## src/rtl/serial_addsub.sv

```systemverilog
// Bit-serial adder/subtractor.
// Operands are loaded in parallel on an accepted start. One full-adder cell
// with a registered carry then consumes one bit per clock, LSB first, and the
// result is shifted into the sum register from the top. Subtraction is done
// as a + ~b + 1, with the +1 supplied as the initial carry.
module serial_addsub #(
  parameter int WIDTH = 8
) (
  input  logic             clk,
  input  logic             rst_n,
  input  logic             start,
  input  logic             sub,
  input  logic [WIDTH-1:0] a,
  input  logic [WIDTH-1:0] b,
  output logic             busy,
  output logic             done,
  output logic [WIDTH-1:0] sum,
  output logic             cout,
  output logic             ovf
);

  localparam int CNT_W = $clog2(WIDTH) + 1;
  localparam logic [CNT_W-1:0] LAST_CNT = CNT_W'(WIDTH - 1);

  typedef enum logic [1:0] {
    IDLE = 2'd0,
    RUN  = 2'd1,
    FIN  = 2'd2
  } state_t;

  state_t state_q, state_d;

  logic             load, step, last;
  logic [WIDTH-1:0] sha_q, sha_d;
  logic [WIDTH-1:0] shb_q, shb_d;
  logic [WIDTH-1:0] sum_q, sum_d;
  logic [CNT_W-1:0] cnt_q, cnt_d;
  logic             carry_q, carry_d;
  logic             cout_q, cout_d;
  logic             ovf_q, ovf_d;
  logic             s_bit, c_bit;

  // Carry-out of a full-adder cell.
  function automatic logic maj3(input logic x, input logic y, input logic z);
    return (x & y) | (x & z) | (y & z);
  endfunction

  // Sum bit of a full-adder cell.
  function automatic logic fa_sum(input logic x, input logic y, input logic z);
    return x ^ y ^ z;
  endfunction

  assign s_bit = fa_sum(sha_q[0], shb_q[0], carry_q);
  assign c_bit = maj3(sha_q[0], shb_q[0], carry_q);
  assign last  = (cnt_q == LAST_CNT);

  // Control state register.
  always_ff @(posedge clk or negedge rst_n) begin
    if (!rst_n) begin
      state_q <= IDLE;
    end else begin
      state_q <= state_d;
    end
  end

  // Next-state logic; start is honoured only in IDLE and FIN, so a start
  // during RUN never reloads the operands.
  always_comb begin
    state_d = state_q;
    load    = 1'b0;
    step    = 1'b0;
    case (state_q)
      IDLE: begin
        if (start) begin
          state_d = RUN;
          load    = 1'b1;
        end
      end
      RUN: begin
        step = 1'b1;
        if (last) begin
          state_d = FIN;
        end
      end
      FIN: begin
        if (start) begin
          state_d = RUN;
          load    = 1'b1;
        end else begin
          state_d = IDLE;
        end
      end
      default: state_d = IDLE;
    endcase
  end

  // Datapath next state: load operands, or step one bit through the adder.
  // The flags are captured only on the last bit, so they stay valid from
  // done until the last bit of the following operation.
  always_comb begin
    sha_d   = sha_q;
    shb_d   = shb_q;
    sum_d   = sum_q;
    cnt_d   = cnt_q;
    carry_d = carry_q;
    cout_d  = cout_q;
    ovf_d   = ovf_q;
    if (load) begin
      sha_d   = a;
      shb_d   = sub ? ~b : b;
      carry_d = sub;
      cnt_d   = '0;
    end else if (step) begin
      sha_d   = sha_q >> 1;
      shb_d   = shb_q >> 1;
      sum_d   = {s_bit, sum_q[WIDTH-1:1]};
      carry_d = c_bit;
      cnt_d   = cnt_q + CNT_W'(1);
      if (last) begin
        // carry_q is the carry into the MSB at this point.
        cout_d = c_bit;
        ovf_d  = carry_q ^ c_bit;
      end
    end
  end

  // Datapath registers.
  always_ff @(posedge clk or negedge rst_n) begin
    if (!rst_n) begin
      sha_q   <= '0;
      shb_q   <= '0;
      sum_q   <= '0;
      cnt_q   <= '0;
      carry_q <= 1'b0;
      cout_q  <= 1'b0;
      ovf_q   <= 1'b0;
    end else begin
      sha_q   <= sha_d;
      shb_q   <= shb_d;
      sum_q   <= sum_d;
      cnt_q   <= cnt_d;
      carry_q <= carry_d;
      cout_q  <= cout_d;
      ovf_q   <= ovf_d;
    end
  end

  assign busy = (state_q == RUN);
  assign done = (state_q == FIN);
  assign sum  = sum_q;
  assign cout = cout_q;
  assign ovf  = ovf_q;

endmodule

```

## config.mk

```make
export PLATFORM = sky130hd
export DESIGN_NAME = serial_addsub
export DESIGN_NICKNAME = d
export VERILOG_FILES = /design/src/rtl/serial_addsub.sv
export SDC_FILE = /design/constraint.sdc
export NUM_CORES = 1
export LEC_CHECK = 0
export ABC_AREA = 0
export CORE_ASPECT_RATIO = 0.7
export CORE_MARGIN = 1
export CORE_UTILIZATION = 45
export DETAILED_ROUTE_END_ITERATION = 10
export PLACE_DENSITY = 0.81
export SYNTH_ARGS = -nofsm -noshare
export SYNTH_HDL_FRONTEND = slang
export SYNTH_SLANG_ARGS = --single-unit
```

## constraint.sdc

```tcl
create_clock -name clk -period 1.4 [get_ports clk]
set_input_delay 0.28 -clock clk [delete_from_list [all_inputs] [get_ports clk]]
set_output_delay 0.28 -clock clk [all_outputs]
set_load 0.01 [all_outputs]
```

==> flow_summary.yaml, run 1 <==
outcome:
  status: "complete, but fails checks"
  violations: "design-rule violations"
setup_path:
  crit_type: "reg -> reg"
  worstPathMaxFanout: 2
  reg2reg_to: "ovf"
  r2r-start: "sha_q[0]"
  slowest_stage: "dfrtp_1"
  cp-end-kind: "register"
  cp_data_arrival_time_ns: 1.53
  required_ns: 1.56
  crit_start: "sha_q[0]"
  r2r_cells: 3
  crit_chain: "fa_2, xor2_1, mux2_4"
  max_stage_delay_ns: 0.41
  ff2ff_setup_slack_ns: 0.03
  worstSetupStartpointType: "register"
  crit_end: "ovf"
drt:
  vias_per_cell: 5.11
  wl_per_cell_um: 13.3
  ant_nets: 0
  num_vias: 1190
  firstDrtPassIters: 8
  drtIter0Drc: 147
  drt_wl_total_mm: 3.09
  drc: 3
cts:
  cts_buffer_depth: 2
  clock_latency_ns: 0.28
  postCtsHoldBufs: 0
  ctsHtreeMaxLevel: 2
  cts_tree: "done"
  numCtsBuffers: 5
  cts_sinks: 33
  clkTransAtPathRegs_ns: 0.07
  root_buffer: "clkbuf_8"
pwr:
  powerDensity_mw_per_mm2: 2150
  peakVddDrop_uv: 954
  p_leak_nw: 0.955
  total_power_mw: 4.30
floorplanning:
  rows: 17
  initial_core_util_pct: 47.5
  die_width_um: 71.2
  ioPinCount: 32
  die_area_mm2: 0.00359
  core_mm2: 0.00317
  die_h_um: 50.4
finish:
  final_area_mm2: 0.00200
  area_growth_pct: 32.7
  diodes: 0
  fin_cells: 233
  nNetsFinal: 216
  final_core_util_pct: 63.1
  final_common_cell: "nand2_1"
  drive_above_1_share_pct: 14.4
  final_cell_mix: "nand2_1 (49), dfrtp_1 (33), clkdlybuf4s50_1 (19)"
placed_design:
  preCtsSetupSlack_ns: -0.197
  dp_cells: 224
  post_dp_cell_area_mm2: 0.00191
  port_buffers: 31
  gp_congestion: 0.770
  dp_hpwl_mm: 2.19
sta:
  setup-violations-final: 0
  slew_viol_final: 0
  tightest_slew_ns: 0.320
  finalClockSkew_ns: 0.00781
  period_share_pct: 97.9
  max_freq_ghz: 0.730
  fin_crit_ns: 1.37
  setup-tns-final_ns: 0
  rsz0062_at_grt: "yes"
  hold_viol_final: 0
  layout_setup_ws_ns: 0.0301
  holdWs_ns: 0.361
  slew_headroom_pct: 78.6
synth:
  synth_edf_count: 0
  syn_area_mm2: 0.00151
  synth_nets: 175
  synthCells: 153
  synth_cell_types: 31
  avgSynthCellArea_um2: 9.85
  ys_warn_count: 0
  async_reset_ff_share_pct: 100
  synth_ff_type: "dfrtp_1"
  synth_seq_cells: 33
  ys_seq_area_share_pct: 54.8
global_route:
  grtUsageTotal_pct: 19.9
  grt_pass1_wl_mm: 5.22
  grt_pass1_vias: 1212
  gr-total-overflow: 0
  grt_max_degree: 34
  antenna_found_initial: 0
worst_hold_path:
  hold_class: "in -> async"
run:
  maxCapViolations: 0
[cells by family after synthesis]
| group | after synthesis | share of synthesized area [%] |
|---|---|---|
| AOI/OAI and AO/OA | 19 | 8.89 |
| xor gates and xnor gates | 10 | 5.81 |
| adders and majority gates | 2 | 2.16 |
| buffers and inverters | 10 | 3.99 |
| DFF | 33 | 54.8 |
| muxes | 5 | 3.57 |
| and+or+nand+nor | 74 | 20.8 |
[cells in the mapped netlist (all sizes together) (2+ instances only)]
cell type  instances  area, µm²
a221o              3       30.0
a22o               2       17.5
a31oi             10       62.6
buf                7       48.8
clkbuf             2       7.51
dfrtp             33        826
mux2               3       33.8
mux2i              2       20.0
nand2             49        184
nand2b             2       15.0
nor2              16       60.1
nor2b              2       15.0
xnor2              4       35.0
xor2               6       52.6
[area by class of cell]
type,instances,area [µm²]
repair buffers,43,402
multi-input cells,110,638
clock buffers,8,80.1
fillers,253,1170
inverters,1,6.26
flip-flops and latches,33,826
well taps,38,47.5
[how the worst min path moves through the flow]
stage	from	endpoint	slack [ns]
floorplan	rst_n	carry_q	-0.02
global placement	sum[0]	sum[0]	0.46
detailed placement	sum[3]	sum[2]	0.48
CTS	rst_n	carry_q	0.37
global route	rst_n	sum[5]	0.38
finish	rst_n	shb_q[3]	0.36
[worst max-delay path, delay by kind of cell (launching register included)]
| kind | cells | cell delay [ns] |
|---|---|---|
| XOR/XNOR | 1 | 0.18 |
| adder cells (fa/ha/maj) | 1 | 0.41 |
| multiplexers | 1 | 0.26 |
| flip-flops | 1 | 0.41 |
[flip-flops by register name, indices dropped and copies added (netlist names)]
register	cells
state_q	2
shb_q	8
carry_q	1
cout	1
sha_q	8
ovf	1
cnt_q	4
sum	8
[per-layer routing]
| layer | track usage (%) | vias up | wire length, µm |
|---|---|---|---|
| met4 | 8.33 | 0 | 72 |
| met5 | 0 | - | 0 |
| met2 | 31.7 | 30 | 1450 |
| met3 | 10.2 | 11 | 163 |
| li1 | - | 586 | - |
| met1 | 22.5 | 563 | 1400 |
[where the power goes]
group          leakage [nW]  switching, mW  internal, mW
sequential            0.411          0.306          1.41
clock                0.0395          0.315         0.352
combinational         0.505          0.978         0.946
total                 0.955           1.60          2.70
[repair_timing]
| action | 4_1_cts | 5_1_grt |
|---|---|---|
| pin swaps | 1 | 1 |
| resized for setup | 15 | 10 |
| setup endpoints to repair | 13 | 13 |
| setup buffers | 1 | 0 |
Power figures use the tool's default switching activity.
==> run 2, diff against run 1 <==
--- a/config.mk
+++ b/config.mk
@@ -11,6 +11,7 @@
 export CORE_UTILIZATION = 45
 export DETAILED_ROUTE_END_ITERATION = 10
 export PLACE_DENSITY = 0.81
+export SKIP_CTS_REPAIR_TIMING = 1
 export SYNTH_ARGS = -nofsm -noshare
 export SYNTH_HDL_FRONTEND = slang
 export SYNTH_SLANG_ARGS = --single-unit
==> run 2 against run 1 <==
  * The flow now finishes without violations
  * Critical path type unchanged
  * Highest routed layer unchanged
  * Power down 0.19%
  * Die area did not move
  * Sequential power barely moved
==> flow_summary.yaml, run 2 (synthesis results as in run 1) <==
outcome:
  status: "completed"
setup_path:
  worstPathMaxFanout: 2
  cp_data_arrival_time_ns: 1.53
  max_stage_delay_ns: 0.40
  worstSetupStartpointType: "register"
  crit_type: "reg -> reg"
  cp_top_family: "flip-flops"
  required_ns: 1.56
  slowest_stage: "dfrtp_1"
  critPathBufInv: 1
  cp-end-kind: "register"
  crit_chain: "fa_2, buf_4, mux2_1"
placed_design:
  gp_congestion: 0.770
  dp_hpwl_mm: 2.19
  port_buffers: 31
  post_dp_cell_area_mm2: 0.00191
  preCtsSetupSlack_ns: -0.197
sta:
  period_share_pct: 98.0
  max_freq_ghz: 0.729
  fin_crit_ns: 1.37
  finalClockSkew_ns: 0.00703
  layout_setup_ws_ns: 0.0280
  rsz0062_at_grt: "yes"
  setup-violations-final: 0
  slew_viol_final: 0
  holdWs_ns: 0.360
  hold_viol_final: 0
  tightest_slew_ns: 0.423
  slew_headroom_pct: 71.8
floorplanning:
  ioPinCount: 32
  die_h_um: 50.4
  die_width_um: 71.2
  die_area_mm2: 0.00359
  initial_core_util_pct: 47.5
  rows: 17
  core_mm2: 0.00317
cts:
  cts_buffer_depth: 2
  cts_tree: "done"
  root_buffer: "clkbuf_8"
  cts_sinks: 33
  clock_latency_ns: 0.28
  ctsHtreeMaxLevel: 2
  clkTransAtPathRegs_ns: 0.06
  numCtsBuffers: 5
finish:
  final_common_cell: "nand2_1"
  area_growth_pct: 34.1
  diodes: 0
  final_cell_mix: "nand2_1 (49), dfrtp_1 (33), clkdlybuf4s50_1 (19)"
  final_area_mm2: 0.00202
  drive_above_1_share_pct: 12.4
  nNetsFinal: 215
  final_core_util_pct: 63.7
global_route:
  antenna_found_initial: 0
  grt_max_degree: 34
  grt_pass1_vias: 1201
  grt_pass1_wl_mm: 5.19
  grtUsageTotal_pct: 19.8
  gr-total-overflow: 0
pwr:
  powerDensity_mw_per_mm2: 2130
  total_power_mw: 4.29
  p_leak_nw: 1.06
  peakVddDrop_uv: 889
drt:
  firstDrtPassIters: 6
  wl_per_cell_um: 13.4
  drt_wl_total_mm: 3.12
  num_vias: 1191
  drc: 0
  vias_per_cell: 5.13
  ant_nets: 0
  drtIter0Drc: 135
run:
  maxCapViolations: 0
worst_hold_path:
  hold_class: "in -> async"
[run 2: changes by cell type in the layout (fill, tap and decap cells not counted), sizes merged]
cell	change
dlygate4sd2	-10
dlymetal6s2s	+11
buf	-2
[run 2: final timing paths]
path / startpoint / endpoint / slack [ns] / depth (start not counted)
setup / recovery: carry_q / cout / 0.03 / 3
hold / removal: rst_n / sha_q[5] / 0.36 / 2
setup reg to reg: carry_q / cout / 0.03 / 3
hold reg to reg: sum[0] / sum[0] / 0.48 / 2
max in group asynchronous: rst_n / ovf / 0.87 / 2
min in group clk: sum[0] / sum[0] / 0.48 / 2
[run 2: final cells by class]
cell class	instances	area, µm²
fill	240	1150
timing repair buffer	42	435
clock buffer	8	80.1
tap	38	47.5
sequential	33	826
multi-input combinational	110	627
inverter	1	3.75
[run 2: stage by stage]
stage          std cells  setup TNS (ns)
2_1_floorplan        153               0
3_3_place_gp         224           -1.53
3_5_place_dp         224           -2.28
4_1_cts              232           -1.35
5_1_grt              232          -0.225
6_report             232               0
[run 2: metal layers]
layer  track usage (%)  part of all wire (%)
met1              22.5                    46
met2              31.4                    47
met3              10.2                   5.1
met4              8.33                   1.9
met5                 0                     0
[run 2: power breakdown]
part           leakage [nW]  internal [mW]  switching (mW)  total [mW]
clock                0.0395          0.353           0.321       0.673
sequential            0.411           1.40           0.305        1.71
combinational         0.611          0.946           0.965        1.91
total                  1.06           2.70            1.59        4.29
==> run 3, diff against run 2 <==
--- a/config.mk
+++ b/config.mk
@@ -6,9 +6,11 @@
 export NUM_CORES = 1
 export LEC_CHECK = 0
 export ABC_AREA = 0
+export ABC_CLOCK_PERIOD_IN_PS = 1400
 export CORE_ASPECT_RATIO = 0.7
 export CORE_MARGIN = 1
 export CORE_UTILIZATION = 45
+export CTS_CLUSTER_DIAMETER = 150
 export DETAILED_ROUTE_END_ITERATION = 10
 export PLACE_DENSITY = 0.81
 export SKIP_CTS_REPAIR_TIMING = 1
==> results of run 3 <==
The final DEF is identical to that of run 2; final timing and power are the same.
==> edit 1 (config.mk and constraints of run 1) <==
Change the parameter `WIDTH` from 8 to 16.
--- a/src/rtl/serial_addsub.sv
+++ b/src/rtl/serial_addsub.sv
@@ -4,7 +4,7 @@
 // result is shifted into the sum register from the top. Subtraction is done
 // as a + ~b + 1, with the +1 supplied as the initial carry.
 module serial_addsub #(
-  parameter int WIDTH = 8
+  parameter int WIDTH = 16
 ) (
   input  logic             clk,
   input  logic             rst_n,
Interface: changed (resized a, b and sum); port bits go from 32 to 56. The function was not compared with the original's and may differ.
==> edit 1 against run 1 <==
The flow finishes with violations (negative setup slack). Sequential power rose by 73%. Hold slack improved by 110 ps. Design area rose by 81%. Routed wire length rose by 100%. Sequential cell count rose by 25. Synthesized area rose by 71%. Setup slack got worse by 99 ps. Combinational power rose by 76%. Power rose by 84%. Sequential share of layout area fell by 1.2 points. Critical path type unchanged. Highest routed layer unchanged.
==> edit 1: results (changes against run 1) <==
[yosys]
yosys-top-cells-area=dfrtp_1 56%, nand2_1 9.4%, a221o_1 5.8%, xnor2_1 5.4%, a22oi_1 4.7%  ; was dfrtp_1 55%, nand2_1 12%, a31oi_1 4.2%, nor2_1 4.0%, xor2_1 3.5%
syn-num-nets=286  ; was 175
synth-seq-area-share_pct=56.2  ; was 54.8%
synth-edff-count=0  ; unchanged
yosys-top-cells-count=65 x nand2_1, 58 x dfrtp_1, 17 x nand3_1  ; was 49 x nand2_1, 33 x dfrtp_1, 16 x nor2_1
synth_area_per_cell_sq_um=10.5  ; was 9.85 sq um

[cells_and_area]
layout.nets=358  ; was 216
final_layout_size_suffix_gt1_share_pct=16.4  ; was 14.4%
n_fill_cell=429  ; was 253

[detailed_routing]
post_drt_via_cell_ratio=5.35  ; was 5.11
wl_per_cell_microns=15.6  ; was 13.3 microns
first_pass_iters=6  ; was 8
wl_microns=6170  ; was 3090 microns
initialDrtViolationCount=106  ; was 147

[place]
post-place-cells=373  ; was 224
io_buffers=55  ; was 31
placed_cell_area_sq_mm=0.00330  ; was 0.00191 sq mm
pre_cts_ws_ps=-258  ; was -197 ps
dpl.hpwl_microns=3880  ; was 2190 microns
gp_congestion=0.752  ; was 0.770

[global_routing]
grt_max_degree=59  ; was 34
grt_pass1_vias=1939  ; was 1212
track_usage_pct=21.2  ; was 19.9%
antenna_found_initial=0  ; unchanged
grt_pass1_wl_microns=9540  ; was 5220 microns

[clock_tree]
htree_num_levels=3  ; was 2
post_cts_buffers=1  ; unchanged
cts_made_buffers=9  ; was 5
holdBufCountCts=1  ; was 0
clk_latency_ps=340  ; was 280 ps
cts_resized=26  ; was 15

[power]
p_comb_share_pct=42.7  ; was 44.7%
clkPwrFrac_pct=19.9  ; was 15.5%
peakVddDrop_mv=0.902  ; was 0.954 mV
p_leak_nw=1.74  ; was 0.955 nW
pg_comb_mw=3.38  ; was 1.92 mW
switching_share_pct=36.1  ; was 37.1%

[sta]
worst_slack_ps=-68.8  ; was 30.1 ps
fin_setup_tns_ps=-91.4  ; was 0 ps
finalSetupViolCount=5  ; was 0
skew_ps=7.96  ; was 7.81 ps
worst_pin_slew_ps=303  ; was 320 ps

[setup_path]
slowest_delay_ps=390  ; was 410 ps
crit_path_start=cnt_q[0]  ; was sha_q[0]
cp_top_family=flip-flops  ; unchanged

[run_status]
violations=negative setup slack  ; was design-rule violations
status=finished with violations  ; unchanged

[edit 1: final cells by class]
| class | count | area (sq um) | share of cell area, % |
|---|---|---|---|
| clock buffer | 11 | 151 | 4.18 |
| inverter | 2 | 10.0 | 0.276 |
| clock inverter | 5 | 52.6 | 1.45 |
| multi-input combinational | 169 | 1050 | 29.0 |
| sequential | 58 | 1450 | 40.1 |
| timing repair buffer | 79 | 813 | 22.5 |
| tap | 72 | 90.1 | 2.49 |
[edit 1: logic make-up after synthesis]
logic type | count (synthesis) | synth area share, %
buffers and inverters | 20 | 4.75
AND/OR/NAND/NOR | 106 | 17.4
XOR/XNOR | 17 | 5.77
AO/OA/AOI/OAI | 40 | 12.9
multiplexers | 3 | 1.21
adder cells (fa/ha/maj) | 3 | 1.74
flip-flops | 58 | 56.2
[edit 1: per-layer routing]
metal / up-vias / share of wire (%) / global-route usage, % / routed length [microns]
met1: 1043 / 45 / 27.8 / 2770
li1: 990 / - / - / -
met3: 7 / 7.6 / 8.22 / 471
met5: - / 0 / 0 / 0
met2: 79 / 47 / 33.3 / 2880
met4: 0 / 0.89 / 4.88 / 55
[edit 1: final timing paths]
| path | endpoint | slack [ps] | depth (start not counted) |
|---|---|---|---|
| worst max-delay path | cout | -70 | 5 |
| worst min-delay path | shb_q[8] | 470 | 3 |
| worst max register to register | cout | -70 | 5 |
| worst min register to register | sum[0] | 490 | 2 |
| max in group asynchronous | state_q[0] | 640 | 3 |
| min in group clk | sum[0] | 490 | 2 |
[edit 1: tightest hold or removal path, stage by stage]
cell and delay [ps]:
dlygate4sd3_1 520, buf_2 130, buf_12 280
==> edit 2 (settings of run 1) <==
Made on the original files. Register the outputs `busy` and `done`; this adds one clock of latency there. The other outputs are not delayed to match.
--- a/src/rtl/serial_addsub.sv
+++ b/src/rtl/serial_addsub.sv
@@ -145,8 +145,10 @@
     end
   end
 
-  assign busy = (state_q == RUN);
-  assign done = (state_q == FIN);
+  always_ff @(posedge clk) begin
+    busy <= (state_q == RUN);
+    done <= (state_q == FIN);
+  end
   assign sum  = sum_q;
   assign cout = cout_q;
   assign ovf  = ovf_q;
Function: changed (Yosys sat finds a counterexample within 4 cycles, from zero or initial values and one cycle with rst_n low).
==> edit 2 against run 1 <==
First-iteration DRC count fell by 65%. Synthesized area rose by 2.7%. Clock power rose by 14%. Sequential cell count rose by 2. Power rose by 5.5%. Count of clock-buffer cells in the layout fell by 1. Largest power group unchanged. Design area rose by 4.4%. Critical path type unchanged. Hold slack got worse by 3.5 ps. Setup slack improved by 28 ps. Routed wire length rose by 5.9%. Sequential power rose by 5%.
==> edit 2: results (changes against run 1) <==
[run_status]
status=completed  ; was finished with violations

[power]
clk-power_mw=0.758  ; was 0.667 mW
peakVddDrop_mv=0.955  ; was 0.954 mV
power_mw=4.54  ; was 4.30 mW
p_leak_nw=0.995  ; was 0.955 nW
seq_power_share_pct=39.6  ; was 39.8%

[yosys]
synth_cell_type_count=32  ; was 31
synth_area_per_cell_sq_um=9.98  ; was 9.85 sq um
synth-seq-area-share_pct=56.0  ; was 54.8%
syn-num-nets=177  ; was 175
yosys-top-cells-area=dfrtp_1 53%, nand2_1 12%, a31oi_1 4.0%, nor2_1 3.9%, xor2_1 3.4%  ; was dfrtp_1 55%, nand2_1 12%, a31oi_1 4.2%, nor2_1 4.0%, xor2_1 3.5%
async_flop_share_pct=94.3  ; was 100%

[clock_tree]
post_cts_buffers=0  ; was 1
cts_resized=11  ; was 15

[cells_and_area]
seq_cell_count=35  ; was 33
nClkBuffers=7  ; was 8
signal_buffers=45  ; was 43
fin_util_pct=65.0  ; was 63.1%
multi_input_area_share_pct=30.8  ; was 31.9%
n_fill_cell=237  ; was 253
layout.nets=220  ; was 216
sh_seq_area_pct=41.5  ; was 41.3%

[global_routing]
met1_usage_pct=24.8  ; was 22.5%
grt_pass1_vias=1223  ; was 1212
track_usage_pct=20.0  ; was 19.9%
grt_pass1_wl_microns=5470  ; was 5220 microns

[place]
dpl.hpwl_microns=2230  ; was 2190 microns
post-place-cells=237  ; was 224
placed_cell_area_sq_mm=0.00197  ; was 0.00191 sq mm
gp_congestion=0.760  ; was 0.770

[detailed_routing]
drt-met1-wl_microns=1410  ; was 1400 microns
wl_microns=3270  ; was 3090 microns
wl_met2_microns=1630  ; was 1450 microns
first_pass_iters=4  ; was 8
initialDrtViolationCount=51  ; was 147
post_drt_via_cell_ratio=5.00  ; was 5.11
wl_per_cell_microns=13.3  ; about the same

[setup_path]
crit_slowest_cell=fa_2  ; was dfrtp_1
cp_top_family=adder cells  ; was flip-flops
crit_path_start=carry_q  ; was sha_q[0]
worstPathArrival_ps=1510  ; was 1530 ps

[sta]
post-route-period-util_pct=95.9  ; was 97.9%
slew_headroom_pct=76.0  ; was 78.6%
skew_ps=5.16  ; was 7.81 ps

==> edit 2: cell count changes in the layout (fill, tap and decap cells not counted), sizes merged <==
cell          change
clkbuf            -2
dfxtp             +2
dlymetal6s2s      +1
clkinv            +1
buf               +1
dlygate4sd2       +1
==> edit 2: worst min-delay path by stage <==
stage                     slack [ps]   start  endpoint
after floorplan                  -20   rst_n   carry_q
after global placement           460  sum[0]    sum[0]
after detailed placement         480     ovf       ovf
after CTS                        370   rst_n  shb_q[1]
after global routing             370   rst_n    sum[2]
final                            360   rst_n  sha_q[4]
==> edit 2: kinds of logic after synthesis <==
family                     Yosys count  share of synthesized area [%]
muxes                                5                           3.48
adders and majority gates            2                           2.10
xor gates and xnor gates            10                           5.66
DFF                                 35                           56.0
AOI/OAI and AO/OA                   19                           8.66
and+or+nand+nor                     74                           20.2
buffers and inverters               10                           3.88
